### config.mk
export PLATFORM = sky130hd
export DESIGN_NAME = key_conditioner
export DESIGN_NICKNAME = d
export VERILOG_FILES = /design/src/rtl/key_conditioner.sv
export SDC_FILE = /design/constraint.sdc
export NUM_CORES = 1
export LEC_CHECK = 0
export BUFFER_PORTS_ARGS = -buffer_cell sky130_fd_sc_hd__buf_2
export CAP_MARGIN = 20
export CORE_MARGIN = 2
export CORE_UTILIZATION = 56
export DETAILED_ROUTE_END_ITERATION = 8
export GPL_TIMING_DRIVEN = 1
export PLACE_DENSITY = 0.75
export SKIP_LAST_GASP = 1
export SYNTH_ARGS = -nofsm -noshare
export SYNTH_HDL_FRONTEND = slang
export SYNTH_SLANG_ARGS = --single-unit
### constraint.sdc
create_clock -name clk -period 2.4 [get_ports clk]
set_input_delay 0.36 -clock clk [delete_from_list [all_inputs] [get_ports clk]]
set_output_delay 0.36 -clock clk [all_outputs]
set_load 0.02 [all_outputs]
### src/rtl/key_conditioner.sv
// key_conditioner: debounces two raw keys and turns accepted presses
// into one-cycle zero/one pulses, or a single conflict pulse when a
// press is rejected.
//
// Optional build macro: KEY_SYNC_EN (adds a two-flop input synchronizer
// per key; press-to-pulse latency grows by two edges).
//
// Ports:
//   clk       in   single clock, rising edge
//   reset     in   asynchronous, active-low reset
//   btn_zero  in   raw "0" key, high = pressed
//   btn_one   in   raw "1" key, high = pressed
//   zero      out  one-cycle pulse per accepted "0" press
//   one       out  one-cycle pulse per accepted "1" press
//   conflict  out  one-cycle pulse when a press is rejected
module key_conditioner #(
    parameter int unsigned DEBOUNCE_CYCLES = 16,
    parameter int unsigned CNT_W           = 16
) (
    input  logic clk,
    input  logic reset,
    input  logic btn_zero,
    input  logic btn_one,
    output logic zero,
    output logic one,
    output logic conflict
);

    typedef enum logic [1:0] {
        IDLE  = 2'd0,
        HELD  = 2'd1,
        BLOCK = 2'd2
    } state_t;

    localparam logic [CNT_W-1:0] CNT_LAST = CNT_W'(DEBOUNCE_CYCLES - 1);

    // bit 0 = "0" key, bit 1 = "1" key
    logic [1:0] raw;
    logic [1:0] key_s;

    assign raw = {btn_one, btn_zero};

`ifdef KEY_SYNC_EN
    logic [1:0] sync1_q;
    logic [1:0] sync2_q;

    always_ff @(posedge clk or negedge reset) begin
        if (!reset) begin
            sync1_q <= '0;
            sync2_q <= '0;
        end else begin
            sync1_q <= raw;
            sync2_q <= sync1_q;
        end
    end

    assign key_s = sync2_q;
`else
    assign key_s = raw;
`endif

    // ---------------------------------------------------------------
    // Debounce: count consecutive samples that disagree with the
    // accepted level; the sample that would make the count reach
    // DEBOUNCE_CYCLES flips the level instead.
    // ---------------------------------------------------------------
    logic [1:0][CNT_W-1:0] cnt_q;
    logic [1:0][CNT_W-1:0] cnt_d;
    logic [1:0]            lvl_q;
    logic [1:0]            lvl_d;
    logic [1:0]            lvl_prev_q;

    always_comb begin
        for (int k = 0; k < 2; k++) begin
            lvl_d[k] = lvl_q[k];
            cnt_d[k] = '0;
            if (key_s[k] != lvl_q[k]) begin
                if (cnt_q[k] == CNT_LAST) begin
                    lvl_d[k] = ~lvl_q[k];
                end else begin
                    cnt_d[k] = cnt_q[k] + CNT_W'(1);
                end
            end
        end
    end

    always_ff @(posedge clk or negedge reset) begin
        if (!reset) begin
            cnt_q      <= '0;
            lvl_q      <= '0;
            lvl_prev_q <= '0;
        end else begin
            cnt_q      <= cnt_d;
            lvl_q      <= lvl_d;
            lvl_prev_q <= lvl_q;
        end
    end

    // Rising edge of the accepted level, one edge after it toggled,
    // so the registered pulse lands one edge later still.
    logic [1:0] rise;
    logic       none_held;

    assign rise      = lvl_q & ~lvl_prev_q;
    assign none_held = (lvl_q == 2'b00);

    // ---------------------------------------------------------------
    // Press arbitration FSM
    // ---------------------------------------------------------------
    state_t state_q;
    state_t state_d;
    logic   zero_q, zero_d;
    logic   one_q, one_d;
    logic   conflict_q, conflict_d;

    always_ff @(posedge clk or negedge reset) begin
        if (!reset) begin
            state_q    <= IDLE;
            zero_q     <= 1'b0;
            one_q      <= 1'b0;
            conflict_q <= 1'b0;
        end else begin
            state_q    <= state_d;
            zero_q     <= zero_d;
            one_q      <= one_d;
            conflict_q <= conflict_d;
        end
    end

    always_comb begin
        state_d = state_q;
        unique case (state_q)
            IDLE: begin
                if (rise == 2'b11) begin
                    state_d = BLOCK;
                end else if (rise != 2'b00) begin
                    state_d = HELD;
                end
            end
            HELD: begin
                // Only the other key can rise while one is held.
                if (none_held) begin
                    state_d = IDLE;
                end else if (rise != 2'b00) begin
                    state_d = BLOCK;
                end
            end
            BLOCK: begin
                if (none_held) begin
                    state_d = IDLE;
                end
            end
            default: state_d = IDLE;
        endcase
    end

    always_comb begin
        zero_d     = 1'b0;
        one_d      = 1'b0;
        conflict_d = 1'b0;
        unique case (state_q)
            IDLE: begin
                if (rise == 2'b11) begin
                    conflict_d = 1'b1;
                end else if (rise == 2'b01) begin
                    zero_d = 1'b1;
                end else if (rise == 2'b10) begin
                    one_d = 1'b1;
                end
            end
            HELD: begin
                if (!none_held && rise != 2'b00) begin
                    conflict_d = 1'b1;
                end
            end
            default: ;
        endcase
    end

    assign zero     = zero_q;
    assign one      = one_q;
    assign conflict = conflict_q;

endmodule

==> results of run 1 <==
==> power by group through the flow <==
| stage | combinational (W) | sequential, W | clock, W |
|---|---|---|---|
| floorplan | 0.0000738 | 0.000797 | 0 |
| global placement | 0.000118 | 0.000794 | 0 |
| detailed placement | 0.000123 | 0.000798 | 0 |
| CTS | 0.000123 | 0.000785 | 0.000404 |
| global route | 0.000140 | 0.000792 | 0.000433 |
| finish | 0.000121 | 0.000786 | 0.000392 |
==> per-layer routing <==
metal  global-route usage, %  share of wire (%)  vias up
li1                        -                  -      684
met3                    7.21                4.3       10
met2                    31.6                 48       36
met5                       0                  0        -
met1                    23.0                 45      670
met4                    8.33                2.2        0
==> final cells by class <==
cell class	count	area, sq um
clock buffer	7	65.1
sequential	41	1030
timing repair buffer	6	30.0
tap	46	57.6
fill	288	1260
multi-input combinational	142	875
clock inverter	1	5.00
inverter	4	15.0
==> flip-flops by register name (all words and copies together), names as in the netlist <==
name,cells
lvl_prev_q,2
zero,1
lvl_q,2
one,1
conflict,1
state_q,2
cnt_q,32
==> cells in the mapped netlist, drive strengths merged <==
| master | instances | share of area, % |
|---|---|---|
| o31ai | 1 | 0.39 |
| nand2 | 10 | 1.9 |
| dfrtp | 41 | 53 |
| nor3 | 8 | 2.1 |
| nor3b | 1 | 0.39 |
| xnor2 | 19 | 8.5 |
| and4 | 1 | 0.58 |
| clkbuf | 3 | 1.2 |
| a21oi | 3 | 0.96 |
| ha | 2 | 1.3 |
| buf | 2 | 0.51 |
| nor2 | 35 | 6.7 |
| nor4 | 12 | 3.9 |
| or3 | 1 | 0.32 |
| nor2b | 3 | 0.96 |
| mux2 | 2 | 1.2 |
| xor2 | 10 | 4.5 |
| o21ai | 1 | 0.26 |
| or2 | 1 | 0.32 |
| nand2b | 1 | 0.32 |
| or4 | 1 | 0.58 |
| nand4b | 1 | 0.45 |
| o2111a | 1 | 0.58 |
| nand3 | 10 | 2.8 |
| and3 | 4 | 1.4 |
| inv | 4 | 0.77 |
| nand4 | 14 | 4.5 |
==> kinds of logic after synthesis <==
family                     count (synthesis)
buffers and inverters                      9
muxes                                      2
DFF                                       41
xor gates and xnor gates                  29
adders and majority gates                  2
AOI/OAI and AO/OA                          6
and+or+nand+nor                          103
==> cells in the final DEF (no fill, tap or decap) <==
cell type,instances
or2_2,1
or3_1,1
ha_1,2
nor2_1,35
o2111a_1,1
xnor2_1,19
mux2_2,2
and3_1,2
nor3b_1,1
nor2b_1,3
clkbuf_8,2
o21ai_0,1
dfrtp_1,41
nand2b_1,1
clkinv_2,1
a21oi_2,1
nand3_1,9
nand4_1,14
nor3_1,8
o31ai_1,1
and4_4,1
clkbuf_4,5
a21oi_1,2
nor4_1,12
buf_2,6
nand3_2,1
and3_2,2
inv_1,4
nand2_1,10
or4_4,1
xor2_1,10
nand4b_1,1
==> per-stage QoR <==
stage               hold WS, ns  total power [W]
floorplan                0.0644         0.000871
global placement          0.462         0.000912
detailed placement        0.472         0.000921
CTS                       0.125          0.00131
global route              0.175          0.00136
finish                    0.109          0.00130
==> worst max-delay path, delay by kind of cell, from the launching register on <==
kind,cells,cell delay (ns)
flip-flops,1,0.45
adder cells (fa/ha/maj),1,0.23
AND/OR/NAND/NOR,4,0.97
==> worst min-delay path by stage <==
stage / from / to / slack, ns / cells after the start
final: reset / cnt_q[23]$_DFF_PN0_ / 0.11 / 1
after global routing: reset / lvl_q[1]$_DFFE_PN0P_ / 0.18 / 1
after CTS: reset / cnt_q[23]$_DFF_PN0_ / 0.12 / 1
after detailed placement: lvl_q[0]$_DFFE_PN0P_ / lvl_prev_q[0]$_DFF_PN0_ / 0.47 / 0
after global placement: lvl_q[0]$_DFFE_PN0P_ / lvl_prev_q[0]$_DFF_PN0_ / 0.46 / 0
after floorplan: reset / cnt_q[0]$_DFF_PN0_ / 0.06 / 0
==> qor.csv, run 1 <==
metric;value;unit
setup_slack;0.603;ns
vias;1400;
cts-root-buf;clkbuf_4;
cap_violations;0;
syn_area;1950;sq um
synth-xor-area-share;13.0;%
fin_setup_tns;0;ns
regToRegEndpoint;cnt_q[13]$_DFF_PN0_;
final_nets;206;
n_antenna_cell;0;
antenna_found_initial;0;
drtIter0Drc;82;
finalHoldViolCount;0;
clk_latency;0.35;ns
placementRows;21;
grt_first_pass_wirelength;6000;microns
first_pass_iters;4;
die_w;63.0;microns
ant_nets;0;
synth_cells;192;
critPathSlowestCell;dfrtp_1;
post-cts-setup-buffers;0;
p_comb_share;9.3;%
drc;0;
syn_nets;198;
ys_seq_area_share;52.7;%
numCtsBuffers;5;
critPathLaunchType;flip-flop;
cp_max_fo;15;
yosys.area_share.simple;27.2;%
end_kind;flip-flop;
syn2layout_area_growth;6.42;%
min_path_type;input pin to asynchronous set/reset pin;
p_sw;0.000345;W
crit_type;flip-flop to flip-flop;
routedWlPerCell;13.5;microns
hold_buffers;0;
p_seq_share;60.5;%
crit_required;2.62;ns
synth_top_family_by_area;simple AND/OR/NAND/NOR gates;
yosys.cell_types.count;32;
startpoint;cnt_q[0]$_DFF_PN0_;
crit_path_end;cnt_q[13]$_DFF_PN0_;
switching_share;26.6;%
grt_overflow;0;
final_cells;247;
grt_max_degree;42;
dieArea;3970;sq um
final_util;62.1;%
pwr_density_cell;626;nW/um^2
gp_congestion;0.875;
finalCritPeriodShare;74.9;%
hpwl;2360;microns
core_region_area;3340;sq um
leakagePower;0.846;nW
max_freq;0.556;GHz
dp_cells;239;
status;finished, final reports clean;
fin_crit;1.80;ns
cts_htree_levels;2;
ys_warn_count;0;
finalInstanceArea;2070;sq um
synth_compound_area_share;2.18;%
place_area;2000;sq um
slew_headroom;42.0;%
die_h;63.0;microns
pre_cts_ws;0.586;ns
clockBufferDepth;2;
wl;3340;microns
port_buffers;6;
grt_use_total;19.4;%
worstPathArrival;2.02;ns
p_int;0.000954;W
drive_above_1_share;11.4;%
finalMaxSlewViolations;0;
rrSetupSlack;0.60;ns
synthMuxAreaShare;1.16;%
r2r-start;cnt_q[0]$_DFF_PN0_;
worst_pin_slew;0.870;ns
syn_avg_cell_area;10.1;sq um
peakVddDrop;0.000491;V
cp_slowest_stage_delay;0.45;ns
cts_tree;built;
rsz0062_at_grt;no;
cts-resized-gates;0;
skew;0.0166;ns
ys_seq_elements;41;
grt_pass1_vias;1394;
routed_via_density;5.67;
critical_path.cell_chain;ha_1, nand3_1, nand4b_1, nand2_1, nor2_1;
pwr-share-clk;30.2;%
setup-violations-final;0;
start_util;58.4;%
r2r_cells;5;
io_pins;7;
cts_sinks;41;
path_clk_slew;0.13;ns
synth_adder_area_share;1.28;%
Note: power is estimated with default switching activity, not from simulation.
==> run 2, diff against run 1 <==
clock period = 1.8 ns   (was 2.4 ns; I/O delays follow)
==> qor.csv, run 2 (synthesis gave the netlist of run 1 again) <==
metric;value;unit
worst_pin_slew;0.454;ns
grt_max_degree;24;
die_h;63.0;microns
critPathTopFamily;simple AND/OR/NAND/NOR gates;
status;finished, final reports clean;
clk_latency;0.36;ns
grt_overflow;0;
wl;3570;microns
routed_via_density;5.87;
n_antenna_cell;0;
cts_sinks;41;
p_int;0.00139;W
start_util;58.4;%
max_freq;0.618;GHz
largest_reg_flops;32;
regToRegEndpoint;cnt_q[30]$_DFF_PN0_;
clockBufferDepth;2;
drc;0;
dieArea;3970;sq um
slew_headroom;69.7;%
p_sw;0.000477;W
finalInstanceArea;2150;sq um
crit_required;2.06;ns
hpwl;2570;microns
core_region_area;3340;sq um
critPathLaunchType;flip-flop;
place_area;2050;sq um
numCtsBuffers;5;
r2r-start;cnt_q[16]$_DFF_PN0_;
pwr_density_cell;868;nW/um^2
cap_violations;0;
worstPathArrival;1.88;ns
setup-violations-final;0;
regMostFlops;cnt_q;
critical_path.cell_chain;ha_1, nand4_1, nor4_1, xnor2_1, nor2_1;
peakVddDrop;0.000460;V
skew;0.0206;ns
crit_path_end;cnt_q[30]$_DFF_PN0_;
layout_commonest_cell;dfrtp_1;
switching_share;25.6;%
fin_crit;1.62;ns
die_w;63.0;microns
finalHoldViolCount;0;
cp_slowest_stage_delay;0.45;ns
finalCritPeriodShare;90.0;%
final_nets;211;
placementRows;21;
first_pass_iters;4;
end_kind;flip-flop;
cts-root-buf;clkbuf_4;
grt_pass1_vias;1496;
cts_htree_levels;2;
finalMaxSlewViolations;0;
critPathSlowestCell;dfrtp_1;
antenna_found_initial;0;
io_pins;7;
routedWlPerCell;14.2;microns
dp_cells;243;
path_depth;5;
fin_total_pwr;0.00187;W
post-cts-setup-buffers;0;
pwr-share-clk;34.1;%
leakagePower;0.877;nW
drive_above_1_share;13.6;%
syn2layout_area_growth;10.3;%
startpoint;cnt_q[16]$_DFF_PN0_;
p_seq_share;56.1;%
rsz0062_at_grt;no;
path_clk_slew;0.13;ns
ant_nets;0;
fin_setup_tns;0;ns
port_buffers;6;
cp_max_fo;5;
rrSetupSlack;0.18;ns
drtIter0Drc;101;
grt_first_pass_wirelength;6840;microns
path_buf_inv;0;
gp_congestion;0.863;
r2r_cells;5;
min_path_type;input pin to flip-flop;
crit_type;flip-flop to flip-flop;
vias;1478;
grt_use_total;21.8;%
p_comb_share;9.8;%
cts_tree;built;
final_cells;252;
layout.cells.most_common_list;41 x dfrtp_1, 35 x nor2_1, 19 x xnor2_1;
==> run 2: what timing repair did <==
item,4_1_cts,5_1_grt
hold buffers,1,0
hold endpoints to repair,18,0
setup endpoints to repair,0,13
resized for setup,0,1
==> run 2: power groups by stage <==
stage                     logic [W]  clock network [W]  registers (W)
after detailed placement   0.000181                  0        0.00106
after CTS                  0.000185           0.000657        0.00104
after global routing       0.000208           0.000693        0.00106
after floorplan           0.0000984                  0        0.00106
final                      0.000183           0.000637        0.00105
after global placement     0.000175                  0        0.00106
==> run 2: worst min-delay path by stage <==
stage,cells past startpoint,from,end
after floorplan,0,reset,cnt_q[0]$_DFF_PN0_
after global placement,1,reset,state_q[1]$_DFFE_PN0P_
after detailed placement,1,reset,cnt_q[22]$_DFF_PN0_
after CTS,2,btn_one,lvl_q[1]$_DFFE_PN0P_
after global routing,2,btn_one,lvl_q[1]$_DFFE_PN0P_
final,2,btn_one,lvl_q[1]$_DFFE_PN0P_
==> run 2: stage by stage <==
step           util, %  setup WS (ns)  hold WS [ns]
4_1_cts           64.3          0.147         0.178
5_1_grt           64.4         0.0420         0.173
3_3_place_gp      61.3          0.206         0.233
2_1_floorplan        -          0.269       -0.0256
3_5_place_dp      61.3          0.172         0.243
6_report          64.4          0.181         0.175
==> run 2: layout make-up <==
| class | instances | area, sq um |
|---|---|---|
| clock buffer | 6 | 51.3 |
| inverter | 4 | 15.0 |
| fill | 271 | 1190 |
| sequential | 41 | 1030 |
| multi-input combinational | 142 | 880 |
| tap | 46 | 57.6 |
| timing repair buffer | 11 | 82.6 |
| clock inverter | 2 | 37.5 |
==> run 2: layer usage <==
metal / track usage (%) / up-vias / wire, microns
met5: 0 / - / 0
met4: 6.11 / 0 / 72
met3: 5.59 / 9 / 153
met2: 38.2 / 44 / 1900
met1: 26.6 / 731 / 1450
li1: - / 694 / -
==> run 3, diff against run 2 <==
ABC_AREA = 1   (was not set)
CORE_UTILIZATION = 55   (was 56)
PLACE_DENSITY = 0.77   (was 0.75)
SLEW_MARGIN = 15   (was not set)
clock period = 1.47 ns   (was 1.8 ns; I/O delays follow)
==> qor.csv, run 3 <==
metric;value;unit
status;finished, final reports clean;
grt_pass1_vias;1656;
min_path_type;input pin to flip-flop;
ant_nets;0;
yosys.cell_types.count;23;
cts_htree_levels;2;
skew;0.00338;ns
first_pass_iters;4;
synth_edf_count;0;
critPathLaunchType;flip-flop;
drtIter0Drc;108;
start_util;58.4;%
worst_pin_slew;0.428;ns
grt_use_total;22.1;%
pwr_density_cell;966;nW/um^2
netlist.area_leader.share;46.9;%
clockBufferDepth;2;
regMostFlops;cnt_q;
syn_avg_cell_area;7.56;sq um
synth_cells;289;
drive_above_1_share;12.8;%
io_pins;7;
async_flop_share;100;%
n_antenna_cell;0;
final_nets;309;
hpwl;3220;microns
cp_slowest_stage_delay;0.41;ns
critPathSlowestCell;dfrtp_1;
finalMaxSlewViolations;0;
path_clk_slew;0.08;ns
syn_area;2190;sq um
syn2layout_area_growth;11.5;%
routed_via_density;5.05;
synth.most_common_cell;nand2_1;
crit_type;flip-flop to flip-flop;
fin_setup_tns;0;ns
fill_cells;316;
die_w;67.0;microns
critical_path.cell_chain;ha_1, nand3_2, nor2_1, nand2_1, nand2_1, nor2_1;
layout.cells.most_common_list;75 x nand2_1, 66 x nor2_1, 41 x dfrtp_1;
dieArea;4490;sq um
cts_sinks;41;
peakVddDrop;0.000752;V
critPathTopFamily;simple AND/OR/NAND/NOR gates;
grt_max_degree;26;
gp_congestion;0.887;
cts_tree;built;
rsz0062_at_grt;no;
cap_violations;0;
antenna_found_initial;0;
clk_latency;0.30;ns
ys_seq_area_share;46.9;%
cts-root-buf;clkbuf_8;
routedWlPerCell;12.1;microns
slew_headroom;71.5;%
placementRows;22;
cp_max_fo;5;
final_util;65.1;%
path_buf_inv;0;
post-cts-setup-buffers;0;
finalCritPeriodShare;91.9;%
end_kind;flip-flop;
syn_nets;295;
numCtsBuffers;5;
core_region_area;3740;sq um
vias;1778;
worstPathArrival;1.55;ns
ys_seq_elements;41;
layout_commonest_cell;nand2_1;
ys.flop_type;dfrtp_1;
hold_slack;0.185;ns
grt_overflow;0;
wl;4250;microns
synth_area_leaders;dfrtp_1 47%, nand2_1 13%, nor2_1 12%, inv_1 4.8%, xor2_1 3.2%;
grt_first_pass_wirelength;7290;microns
yosys.area.top_type;dfrtp_1;
setup-violations-final;0;
yosys-top-cells-count;75 x nand2_1, 67 x nor2_1, 41 x dfrtp_1;
drc;0;
port_buffers;6;
crit_required;1.67;ns
leakagePower;1.05;nW
ys_warn_count;0;
die_h;67.0;microns
fin_crit;1.35;ns
finalHoldViolCount;0;
max_freq;0.740;GHz
largest_reg_flops;32;
-- run 3: cell count changes after synthesis, sizes merged, moves of 3 or more --
cell    delta
nor3       -5
o21bai     +3
o21ai      +6
nand3      +6
nand4      -3
nor4      -12
xnor2     -17
clkbuf     -3
nand2     +69
nor2b      -3
inv       +27
nor2      +42
and3       -4
-- run 3: worst reg2reg max path: cells and delay by family, from the launching register on --
kind                       cells  cell delay, ns
adders and majority gates      1            0.25
and+or+nand+nor                5            0.59
DFF                            1            0.41
-- run 3: kinds of logic after synthesis --
logic type,Yosys count,synth area share (%)
DFF,41,46.9
and+or+nand+nor,189,38.3
adders and majority gates,2,1.14
buffers and inverters,33,6.07
AOI/OAI and AO/OA,14,3.55
xor gates and xnor gates,10,4.01
-- run 3: layer usage --
| metal | wire [microns] | vias up | global-route usage [%] | part of all wire, % |
|---|---|---|---|---|
| met5 | 0 | - | 0 | 0 |
| met4 | 59 | 0 | 11.2 | 1.4 |
| met3 | 186 | 7 | 4.05 | 4.4 |
| met2 | 2060 | 35 | 36.9 | 48 |
| met1 | 1940 | 805 | 27.1 | 46 |
| li1 | - | 931 | - | - |
-- run 3: cell type report --
type | count | area (sq um) | share of cell area [%]
timing repair buffer | 9 | 67.6 | 2.77
clock buffer | 5 | 68.8 | 2.82
tap | 48 | 60.1 | 2.46
inverter | 31 | 116 | 4.77
multi-input combinational | 215 | 1030 | 42.2
sequential | 41 | 1030 | 42.1
clock inverter | 3 | 68.8 | 2.82
-- run 3: stage by stage --
step	cells	power, W	worst slack, ns	instance area (sq um)
2_1_floorplan	289	0.00123	0.242	2190
3_3_place_gp	343	0.00128	0.173	2290
3_5_place_dp	343	0.00128	0.131	2290
4_1_cts	352	0.00239	0.118	2430
5_1_grt	352	0.00245	0.000766	2440
6_report	352	0.00236	0.119	2440
-- run 3: final timing paths --
path / from / slack [ns] / end / cells after the start
min reg2reg: lvl_q[0]$_DFFE_PN0P_ / 0.46 / lvl_prev_q[0]$_DFF_PN0_ / 0
max reg2reg: cnt_q[17]$_DFF_PN0_ / 0.12 / cnt_q[17]$_DFF_PN0_ / 6
max: cnt_q[17]$_DFF_PN0_ / 0.12 / cnt_q[17]$_DFF_PN0_ / 6
min: btn_zero / 0.19 / lvl_q[0]$_DFFE_PN0P_ / 3
max in group asynchronous: reset / 0.63 / cnt_q[0]$_DFF_PN0_ / 3
min in group asynchronous: reset / 0.38 / cnt_q[27]$_DFF_PN0_ / 2
-- run 3: power by group --
group / internal, W / switching, W
sequential: 0.00114 / 0.0000191
clock: 0.000684 / 0.000416
combinational: 0.0000307 / 0.0000630
total: 0.00186 / 0.000498
-- run 3: timing repair --
action	CTS	global route
endpoints found under the setup margin	0	4
hold endpoints to repair	16	0
gates resized for setup	0	1
hold buffers	1	0
